`src/rtl/ifetch_queue.sv`:
```
// rtl/ifetch_queue.sv - instruction fetch stage with prefetch queue and redirect flush
module ifetch_queue #(
  parameter int DEPTH = 4,
  parameter int AW    = 16,
  parameter int DW    = 32,
  localparam int PW   = $clog2(DEPTH),
  localparam int CW   = $clog2(DEPTH) + 1
) (
  input  logic          clk_i,
  input  logic          rst_i,
  output logic [AW-1:0] im_addr_o,
  input  logic [DW-1:0] im_data_i,
  input  logic          redirect_i,
  input  logic [AW-1:0] redirect_addr_i,
  input  logic          ir_ready_i,
  output logic          ir_valid_o,
  output logic [DW-1:0] ir_o,
  output logic [AW-1:0] ir_pc_o,
  output logic [CW-1:0] count_o
);

  logic [AW+DW-1:0] entry_q [DEPTH];
  logic [PW-1:0]    rd_ptr_q, rd_ptr_d;
  logic [PW-1:0]    wr_ptr_q, wr_ptr_d;
  logic [CW-1:0]    count_q, count_d;
  logic [AW-1:0]    fetch_pc_q, fetch_pc_d;
  logic             push, pop;

  assign ir_valid_o = (count_q != '0);
  assign pop        = ir_valid_o & ir_ready_i;
  // A pop frees a slot in the same cycle, so a full queue can still accept a word.
  assign push       = ~redirect_i & ((count_q < CW'(DEPTH)) | pop);

  assign im_addr_o  = fetch_pc_q;
  assign count_o    = count_q;
  assign ir_o       = ir_valid_o ? entry_q[rd_ptr_q][DW-1:0]     : '0;
  assign ir_pc_o    = ir_valid_o ? entry_q[rd_ptr_q][AW+DW-1:DW] : '0;

  always_comb begin
    rd_ptr_d   = rd_ptr_q;
    wr_ptr_d   = wr_ptr_q;
    count_d    = count_q;
    fetch_pc_d = fetch_pc_q;
    if (redirect_i) begin
      // The head handshake (if any) still completes; the rest of the queue is discarded.
      rd_ptr_d   = '0;
      wr_ptr_d   = '0;
      count_d    = '0;
      fetch_pc_d = redirect_addr_i;
    end else begin
      if (push) begin
        wr_ptr_d   = wr_ptr_q + PW'(1);
        fetch_pc_d = fetch_pc_q + AW'(1);
      end
      if (pop) begin
        rd_ptr_d = rd_ptr_q + PW'(1);
      end
      case ({push, pop})
        2'b10:   count_d = count_q + CW'(1);
        2'b01:   count_d = count_q - CW'(1);
        default: count_d = count_q;
      endcase
    end
  end

  always_ff @(posedge clk_i or posedge rst_i) begin
    if (rst_i) begin
      rd_ptr_q   <= '0;
      wr_ptr_q   <= '0;
      count_q    <= '0;
      fetch_pc_q <= '0;
    end else begin
      rd_ptr_q   <= rd_ptr_d;
      wr_ptr_q   <= wr_ptr_d;
      count_q    <= count_d;
      fetch_pc_q <= fetch_pc_d;
    end
  end

  // Entry storage needs no reset: outputs are masked whenever the queue is empty.
  always_ff @(posedge clk_i) begin
    if (push) begin
      entry_q[wr_ptr_q] <= {fetch_pc_q, im_data_i};
    end
  end

endmodule

```
`config.mk`:
```
export PLATFORM = sky130hd
export DESIGN_NAME = ifetch_queue
export DESIGN_NICKNAME = d
export VERILOG_FILES = /design/src/rtl/ifetch_queue.sv
export SDC_FILE = /design/constraint.sdc
export NUM_CORES = 1
export LEC_CHECK = 0
export CAP_MARGIN = 10
export CORE_ASPECT_RATIO = 0.6
export CORE_UTILIZATION = 52
export DETAILED_ROUTE_END_ITERATION = 8
export MAX_ROUTING_LAYER = met4
export PLACE_DENSITY_LB_ADDON = 0.3
export SETUP_SLACK_MARGIN = 0.5
export SLEW_MARGIN = 15
export SYNTH_ARGS = -nofsm -noshare
export SYNTH_HDL_FRONTEND = slang
export SYNTH_SLANG_ARGS = --single-unit
```
`constraint.sdc`:
```
create_clock -name clk_i -period 3.8 [get_ports clk_i]
set_input_delay 0.95 -clock clk_i [delete_from_list [all_inputs] [get_ports clk_i]]
set_output_delay 0.95 -clock clk_i [all_outputs]
set_load 0.02 [all_outputs]
```
==> impl_metrics.tcl <==
set metrics [dict create \
    grt.total_usage 0.203 \
    grt_max_degree 53 \
    fmax_mhz 290 \
    ys_types 38 \
    pwr_density_cell_mw_per_mm2 666 \
    ir_drop_mv 0.256 \
    routed-via-count 4488 \
    slew_viol_final 0 \
    start_util 0.533 \
    cts_tree "built" \
    clockRootBuffer "clkbuf_16" \
    syn_to_final_growth_pct 25.9 \
    hp-class "register to register" \
    timing.rr.start "count_o[2]" \
    clkLatencyLatePin_ns 0.49 \
    final_area_mm2 0.0109 \
    die_h_um 102 \
    fin_util 0.671 \
    path_buf_inv 2 \
    internal-power_mw 5.16 \
    synth-edff-count 192 \
    slowest_stage "mux4_2" \
    fp.dieW_um 168 \
    fin_crit_sh 0.908 \
    finalCriticalPeriod_ns 3.45 \
    worstPathMaxFanout 21 \
    syn-cell-area_mm2 0.00864 \
    comb_power_share 0.309 \
    syn_area_per_cell_um2 19.0 \
    netlist_instances 454 \
    yosysSeqAreaShare 0.734 \
    maxSlewHeadroom 0.406 \
    finalNonFillerCells 805 \
    outcome "finished, final reports clean" \
    antenna_found_initial 0 \
    grt_pass1_wl_mm 25.0 \
    seqPwrFrac 0.417 \
    top_layer_used "met4" \
    hold_viol_final 0 \
    yosysWarnings 0 \
    netSwitchingPower_mw 2.08 \
    viasPerCell 5.58 \
    pre_cts_ws_ns 0.463 \
    critPathTopFamily "buffers and inverters" \
    crit_required_ns 2.85 \
    ant_nets 0 \
    worst_slew_pin_slew_ns 0.891 \
    hp-start "wr_ptr_q[1]" \
    gp_congestion 0.774 \
    h-tree-depth 1 \
    drv_cap 0 \
    port_buffers 119 \
    end_kind "primary output" \
    clockBufferDepth 3 \
    clkPwrFrac 0.274 \
    cts_sinks 215 \
    dp_hpwl_mm 10.0 \
    synthFlopType "edfxtp_1" \
    setup-tns-final_ns 0 \
    wl_met1_mm 7.63 \
    setup_viol 0 \
    wl_mm 16.5 \
    swShare 0.288 \
    num_rows 36 \
    grt_pass1_vias 4450 \
    fillCellCount 1044 \
    drt_iter0_markers 344 \
    skew_ns 0.00498 \
    nets 640 \
    drc_errors 0 \
    critPathKind "register to primary output" \
    placed_area_mm2 0.0101 \
    ctsHoldBuffers 0 \
    cts_buffers 20 \
    layout-drive-gt1-share 0.169 \
    boundaryPins 120 \
    firstDrtPassIters 6 \
    synth_seq_cells 215 \
    setup_ws_ns 0.350 \
    async_flop_share 0.107 \
    syn_nets 512 \
    met2_length_mm 7.54 \
    grt_remaining_overflow 0 \
    wire_per_inst_um 20.6 \
    p_leak_nw 3.96 \
    die_area_mm2 0.0171 \
    startpoint "rd_ptr_q[0]" \
    met3_length_mm 1.10 \
    diodes 0 \
    slowest_delay_ns 0.56 \
    coreArea_mm2 0.0162 \
    path_clk_slew_ns 0.06 \
    cp.arrival_ns 2.50 \
    rsz0062_at_grt "yes" \
    cp_cell_sequence "buf_12 > mux4_2 > and2_1 > clkdlybuf4s50_1" \
    dp.cells 768 \
    startpoint_type "register" \
]
==> cell usage in the layout (no fill, tap or decap), types with 2 or more instances in the layout <==
master / count
a21oi_1: 4
a22oi_1: 2
a311o_1: 2
and2_1: 48
and2_2: 4
and3_1: 2
buf_12: 4
buf_4: 5
bufinv_16: 2
clkbuf_1: 4
clkbuf_16: 22
clkdlybuf4s50_1: 91
clkinv_1: 3
clkinv_2: 3
dfrtp_1: 21
dlymetal6s2s_1: 28
edfxtp_1: 192
ha_1: 5
inv_1: 6
mux2i_1: 4
mux4_2: 48
nand2_1: 24
nand3_1: 6
nand4_1: 5
nor2_1: 8
nor2b_1: 3
nor3_1: 4
nor4_4: 2
o21ai_0: 8
o21ai_1: 6
xnor2_1: 9
xor2_1: 4
==> metrics by stage <==
| stage | power (mW) | hold WS [ns] |
|---|---|---|
| floorplan | 4.36 | 0.538 |
| global route | 7.56 | 0.606 |
| finish | 7.25 | 0.581 |
| detailed placement | 5.32 | 0.567 |
| global placement | 5.28 | 0.553 |
| CTS | 7.32 | 0.579 |
==> path summary, 6_finish.rpt <==
check | cells after the start | slack (ns) | to
worst max-delay path | 4 | 0.35 | ir_pc_o[2]
worst min-delay path | 2 | 0.58 | wr_ptr_q[1]
worst max register to register | 4 | 1.56 | entry_q[2][16]
worst min register to register | 2 | 0.58 | wr_ptr_q[1]
max in group asynchronous | 2 | 2.21 | rd_ptr_q[0]
min in group asynchronous | 2 | 0.95 | count_o[1]
==> timing repair <==
action / 4_1_cts / 5_1_grt
buffers inserted: 0 / 0
gates resized for setup: 4 / 29
gates cloned: 0 / 1
hold endpoints to repair: 0 / 0
setup endpoints to repair: 49 / 48
==> layer usage <==
metal	vias up	track usage
met3	27	0.0434
met2	174	0.302
met5	-	-
li1	2031	-
met4	0	0.0420
met1	2256	0.293
==> cell usage after synthesis, types with 6 or more instances <==
cell type,n,share of area
mux4_2,48,0.13
nand3_1,6,0.0035
inv_1,6,0.0026
xnor2_1,9,0.0091
nand2_1,24,0.010
clkbuf_1,11,0.0048
buf_4,6,0.0052
dfrtp_1,23,0.067
nor2_1,8,0.0035
edfxtp_1,192,0.67
o21ai_0,8,0.0046
o21ai_1,6,0.0035
and2_1,52,0.038
==> registers in the layout (all words and copies together) (netlist names) <==
| name | count |
|---|---|
| entry_q | 192 |
| im_addr_o | 16 |
| count_o | 3 |
| rd_ptr_q | 2 |
| wr_ptr_q | 2 |
==> cells by family (layout without fill, tap and decap cells) <==
| kind of cell | after synthesis | count (layout) | synth area share |
|---|---|---|---|
| adder cells (fa/ha/maj) | 6 | 6 | 0.00956 |
| multiplexers | 52 | 52 | 0.130 |
| AO/OA/AOI/OAI | 23 | 23 | 0.0155 |
| buffers and inverters | 30 | 172 | 0.0168 |
| flip-flops | 215 | 215 | 0.734 |
| XOR/XNOR | 13 | 13 | 0.0132 |
| AND/OR/NAND/NOR | 115 | 115 | 0.0808 |
==> tightest hold or removal path, cell delays in order (launching register included) <==
cell and delay [ns]:
dfrtp_1 0.41, nand2_1 0.07, a21oi_1 0.06
==> power by group through the flow <==
stage	registers, mW	clock network [mW]	logic, mW
after CTS	3.02	2.01	2.30
after global placement	3.04	0	2.24
after floorplan	3.05	0	1.31
final	3.02	1.99	2.24
after detailed placement	3.06	0	2.26
after global routing	3.05	2.10	2.41
==> layout make-up <==
class | instances | area [µm²] | share of cell area
multi-input combinational | 209 | 2160 | 0.199
clock buffer | 26 | 554 | 0.0510
tap | 209 | 262 | 0.0240
sequential | 215 | 6350 | 0.583
inverter | 6 | 22.5 | 0.00207
timing repair buffer | 130 | 1430 | 0.132
clock inverter | 10 | 101 | 0.00932
No activity file was read; power rests on OpenSTA's default activity.
==> patch 1, RTL diff (config.mk and constraints unchanged) <==
Change the parameter `DW` from 32 to 48.
--- a/src/rtl/ifetch_queue.sv
+++ b/src/rtl/ifetch_queue.sv
@@ -3,5 +3,5 @@
   parameter int DEPTH = 4,
   parameter int AW    = 16,
-  parameter int DW    = 32,
+  parameter int DW    = 48,
   localparam int PW   = $clog2(DEPTH),
   localparam int CW   = $clog2(DEPTH) + 1
Interface: changed (resized im_data_i and ir_o); port bits go from 120 to 152. No check against the original RTL was run, so the function may have changed too.
==> patch 1 against the unedited design <==
Count of clock-buffer cells in the layout grew 3. Setup slack improved by 0.17 ns. Final area is 27% higher. Routed wire length grew 35%. Sequential cell count increased by 64. Register-to-register slack improved by 0.14 ns. Via count is 29% higher. Power rose by 24%. Synthesized area grew 27%.
==> patch 1: results (changes against the unedited design) <==
The flow ran to the end, and the final reports show no timing, DRC or antenna violations. The post-DP HPWL is 13,900 µm (+38%). For the number of standard cells after synthesis, the log shows 547 (+20%). The stage delay of the slowest cell on the critical path is 0.51 ns (-0.05 ns).

The placed instance count was 961 (+25%). In the synthesized netlist, the cells that appear most often are sky130_fd_sc_hd__edfxtp_1, sky130_fd_sc_hd__and2_1, sky130_fd_sc_hd__mux4_2. The logs give 0.590 ns (+0.127 ns) for the post-placement worst setup slack and 36 (-5.3%) for the distinct cell type count of the synthesized netlist.

The logs give 75.6% (+2.2 points) for the sequential share of the synthesized area and 1,022 (+27%) for the filler-free cell count of the finished design. The fraction of registers with async set/reset is 8.24% (-2.5 points). The placer congestion estimate came out at 0.797 (+3.0%). The tools report the cell area after placement as 13,000 µm² (+28%). The capturing instance or port of the critical path was ir_o[43].

The largest fanout of any net on the critical path was 14 (-33%). The number of fill cells was 1,303 (+25%). The number of flip-flops in the largest register is 256 (+33%), and the pin count of the biggest net entering global routing is 50 (-5.7%). The final-stage net count was 810 (+27%); the via count of the first global-routing pass was 5,982 (+34%).

The share of layout cells above drive strength 1 works out to 19.4% (+2.4 points). In the post-synthesis netlist, the biggest area contributors are sky130_fd_sc_hd__edfxtp_1, sky130_fd_sc_hd__mux4_2, sky130_fd_sc_hd__dfrtp_1. The number of cell instances on the worst register-to-register path was 7 (+3); the worst-skew pair later-pin latency was 0.51 ns (+0.02 ns).

The leakage power total was 4.78 nW (+21%). The routed wire length per instance works out to 21.9 µm (+6.7%). The worst register-to-register path ends at count_o[1]. The worst setup skew after layout was 0.00979 ns (+0.00481 ns); the transition at the pin with the smallest max-transition slack was 0.945 ns (+0.0546 ns). The arrival time of the worst setup path was 2.33 ns (-0.17 ns). The quantity of I/O buffers inserted on ports is 151 (+27%), and the detailed-route via count is 5,776 (+29%).
[patch 1: changes by cell type in the layout (fill, tap and decap cells not counted), sizes merged, moves of 4 or more]
cell / unedited run / this run
mux4: 48 / 64
clkbuf: 27 / 31
clkinv: 6 / 10
and2: 52 / 64
clkdlybuf4s15: 0 / 4
edfxtp: 192 / 256
clkdlybuf4s50: 91 / 87
dlygate4sd2: 0 / 57
buf: 10 / 38
dlymetal6s2s: 28 / 2
[patch 1: worst max-delay path, delay by kind of cell (launching register included)]
kind	cells	cell delay, ns
flops	1	0.47
mux	1	0.51
simple gates	1	0.19
buf+inv	3	0.65
[patch 1: report_power, final]
part / switching, mW / total [mW] / internal [mW]
sequential: 0.155 / 3.88 / 3.72
combinational: 1.53 / 2.90 / 1.37
clock: 1.01 / 2.20 / 1.19
[patch 1: what timing repair did]
action	4_1_cts	5_1_grt
resized for setup	65	8
endpoints found under the setup margin	65	23
gates cloned	0	1
buffers inserted	10	10
pin swaps	0	1
[patch 1: through the flow]
stage          util (%)  power, mW  hold WS (ns)
6_report           67.9       8.98         0.587
5_1_grt            67.9       9.36         0.617
4_1_cts            67.3       8.95         0.580
3_5_place_dp       63.9       6.94         0.572
3_3_place_gp       63.9       6.89         0.546
2_1_floorplan         -       5.56         0.538
[patch 1: worst min-delay path by stage]
| stage | start | endpoint | slack [ns] | cells past startpoint |
|---|---|---|---|---|
| 6_report | wr_ptr_q[1] | wr_ptr_q[1] | 0.59 | 2 |
| 3_5_place_dp | wr_ptr_q[1] | wr_ptr_q[1] | 0.57 | 2 |
| 2_1_floorplan | wr_ptr_q[1] | wr_ptr_q[1] | 0.54 | 2 |
| 3_3_place_gp | wr_ptr_q[1] | wr_ptr_q[1] | 0.55 | 2 |
| 5_1_grt | wr_ptr_q[1] | wr_ptr_q[1] | 0.62 | 2 |
| 4_1_cts | wr_ptr_q[1] | wr_ptr_q[1] | 0.58 | 2 |
[patch 1: logic make-up after synthesis]
group,after synthesis,synth area share [%]
AOI/OAI and AO/OA,25,1.27
and+or+nand+nor,125,6.70
buffers and inverters,33,1.24
DFF,279,75.6
xor gates and xnor gates,14,1.12
muxes,65,13.3
adders and majority gates,6,0.756
[patch 1: layer usage]
metal,track usage [%],vias up,share of wire [%]
met5,-,-,0
li1,-,2542,-
met1,33.2,2965,46
met3,3.92,29,7.5
met2,32.1,240,46
met4,3.60,0,1.4
[patch 1: layout make-up]
type                            count  area, µm²  share of cell area, %
Sequential cell                   279       8270                   60.1
Multi-Input combinational cell    235       2550                   18.5
Timing Repair Buffer              190       1900                   13.8
Clock buffer                       29        641                   4.65
Tap cell                          273        342                   2.48
Clock inverter                     10       43.8                  0.318
Inverter                            5       18.8                  0.136
Antenna cell                        1       2.50                 0.0182
==> patch 2, RTL diff (same settings) <==
Without the edit above. Register the output `count_o` once more, cleared by the reset; this adds one clock of latency there. The other outputs are not delayed to match.
--- a/src/rtl/ifetch_queue.sv
+++ b/src/rtl/ifetch_queue.sv
@@ -33,5 +33,11 @@
 
   assign im_addr_o  = fetch_pc_q;
-  assign count_o    = count_q;
+  always_ff @(posedge clk_i or posedge rst_i) begin
+    if (rst_i) begin
+      count_o <= '0;
+    end else begin
+      count_o <= count_q;
+    end
+  end
   assign ir_o       = ir_valid_o ? entry_q[rd_ptr_q][DW-1:0]     : '0;
   assign ir_pc_o    = ir_valid_o ? entry_q[rd_ptr_q][AW+DW-1:DW] : '0;
Check against the original RTL: not equivalent (a bounded check fails within 4 cycles, from zero or initial values and one cycle with rst_i high).
==> patch 2 against the unedited design <==
Count of clock-buffer cells in the layout decreased by 1. First-iteration DRC count increased by 13%. Routed wire length increased by 2.5%. Synthesized cell count unchanged. Sequential cell count increased by 3. Final cell count increased by 0.75%. Power decreased by 1.0%. Worst hold slack got worse by 0.10 ns. Final area decreased by 0.33%. Non-clock buffer count increased by 11. Setup slack improved by 0.22 ns. Synthesized area decreased by 0.36%. Largest power group unchanged. Highest routed layer unchanged.
==> patch 2: results (changes against the unedited design) <==
The flow ran to the end, and the final reports show no timing, DRC or antenna violations. Pin count of the biggest net entering global routing: 32 (-40%). The global routing usage summed across all routing layers is 21.0% (+0.71 points). The post-DP HPWL is 10,800 µm (+8.0%).

The initial antenna violation count was 1 (+1); the total wire length after detailed routing was 17,000 µm (+2.5%). Counting instances in the post-synthesis netlist gives the leading cell types as sky130_fd_sc_hd__edfxtp_1, sky130_fd_sc_hd__and2_1, sky130_fd_sc_hd__mux4_2. The logs give 32.2% (+2.9 points) for the global routing met1 resource utilization and 1.62 ns (+0.06 ns) for the minimum setup slack among reg-to-reg paths. For the final-stage net count, the log shows 651 (+1.7%). The number of cell instances on the worst register-to-register path was 7 (+3). The worst register-to-register path begins at count_q[2]. The share of layout cells above drive strength 1 came out at 17.5% (+0.52 points). The tools report the distinct cell type count of the synthesized netlist as 36 (-5.3%). The terminus of the critical flop-to-flop path is count_q[1]. The run gives 388 (+13%) as the count of routing violations after the opening detailed-route iteration. The met2 usage in global routing is 29.3% (-0.90 points), and the largest fanout of any net on the critical path is 12 (-43%). Fraction of registers with async set/reset: 11.9% (+1.2 points). For the number of iterations in the first detailed-routing pass, the log shows 4 (-2).

The met3 track demand over resource is 3.91% (-0.43 points), and the sequential share of the synthesized area is 74.6% (+1.1 points). The period utilization is 85.0% (-5.8 points). Capturing instance or port of the critical path: ir_pc_o[7]. The detailed-route via count was 4,651 (+3.6%). Stage delay of the slowest cell on the critical path: 0.51 ns (-0.05 ns). The post-placement worst setup slack came out at 0.631 ns (+0.168 ns).

The transition at the pin with the smallest max-transition slack was 0.631 ns (-0.260 ns); the post-CTS setup buffer count was 5 (+5). Maximum vdd drop: 0.000364 V (+42%).
patch 2: kinds of logic after synthesis:
| family | synth area share, % |
|---|---|
| compound gates | 1.85 |
| xor+xnor | 1.22 |
| fa+ha+maj | 0.960 |
| buf+inv | 1.40 |
| flops | 74.6 |
| mux | 12.7 |
| simple gates | 7.33 |
patch 2: layer usage:
layer / vias up / wire length (µm) / share of wire (%)
li1: 2055 / - / -
met1: 2368 / 8000 / 47
met2: 203 / 7410 / 44
met3: 25 / 1310 / 7.7
met4: 0 / 233 / 1.4
met5: - / 0 / 0
patch 2: report_power, final:
part | leakage (nW) | switching (mW) | internal [mW]
clock network | 0.309 | 0.801 | 1.17
registers | 2.08 | 0.142 | 2.91
logic | 1.50 | 1.14 | 1.02
total | 3.89 | 2.08 | 5.10
patch 2: worst min-delay path by stage:
stage	from	end	slack [ns]	cells after the start
detailed placement	count_q[1]	count_o[1]	0.46	0
floorplan	count_q[1]	count_o[1]	0.43	0
global route	count_q[1]	count_o[1]	0.52	0
finish	count_q[1]	count_o[1]	0.48	0
CTS	count_q[1]	count_o[1]	0.48	0
global placement	count_q[1]	count_o[1]	0.47	0
patch 2: worst reg2reg max path: stages (launching register included):
cell and delay [ns]:
sky130_fd_sc_hd__dfrtp_1 0.47, sky130_fd_sc_hd__or3_1 0.44, sky130_fd_sc_hd__buf_4 0.22, sky130_fd_sc_hd__nand2_1 0.14
sky130_fd_sc_hd__nor2_1 0.08, sky130_fd_sc_hd__fa_1 0.50, sky130_fd_sc_hd__nand3b_1 0.07, sky130_fd_sc_hd__a21oi_1 0.17
patch 2: layout make-up:
cell class	count	area [µm²]
clock buffers	25	561
multi-input cells	206	2070
fillers	1086	5380
well taps	209	262
inverters	6	22.5
clock inverters	5	73.8
diodes	1	2.50
repair buffers	141	1430
flip-flops and latches	218	6420
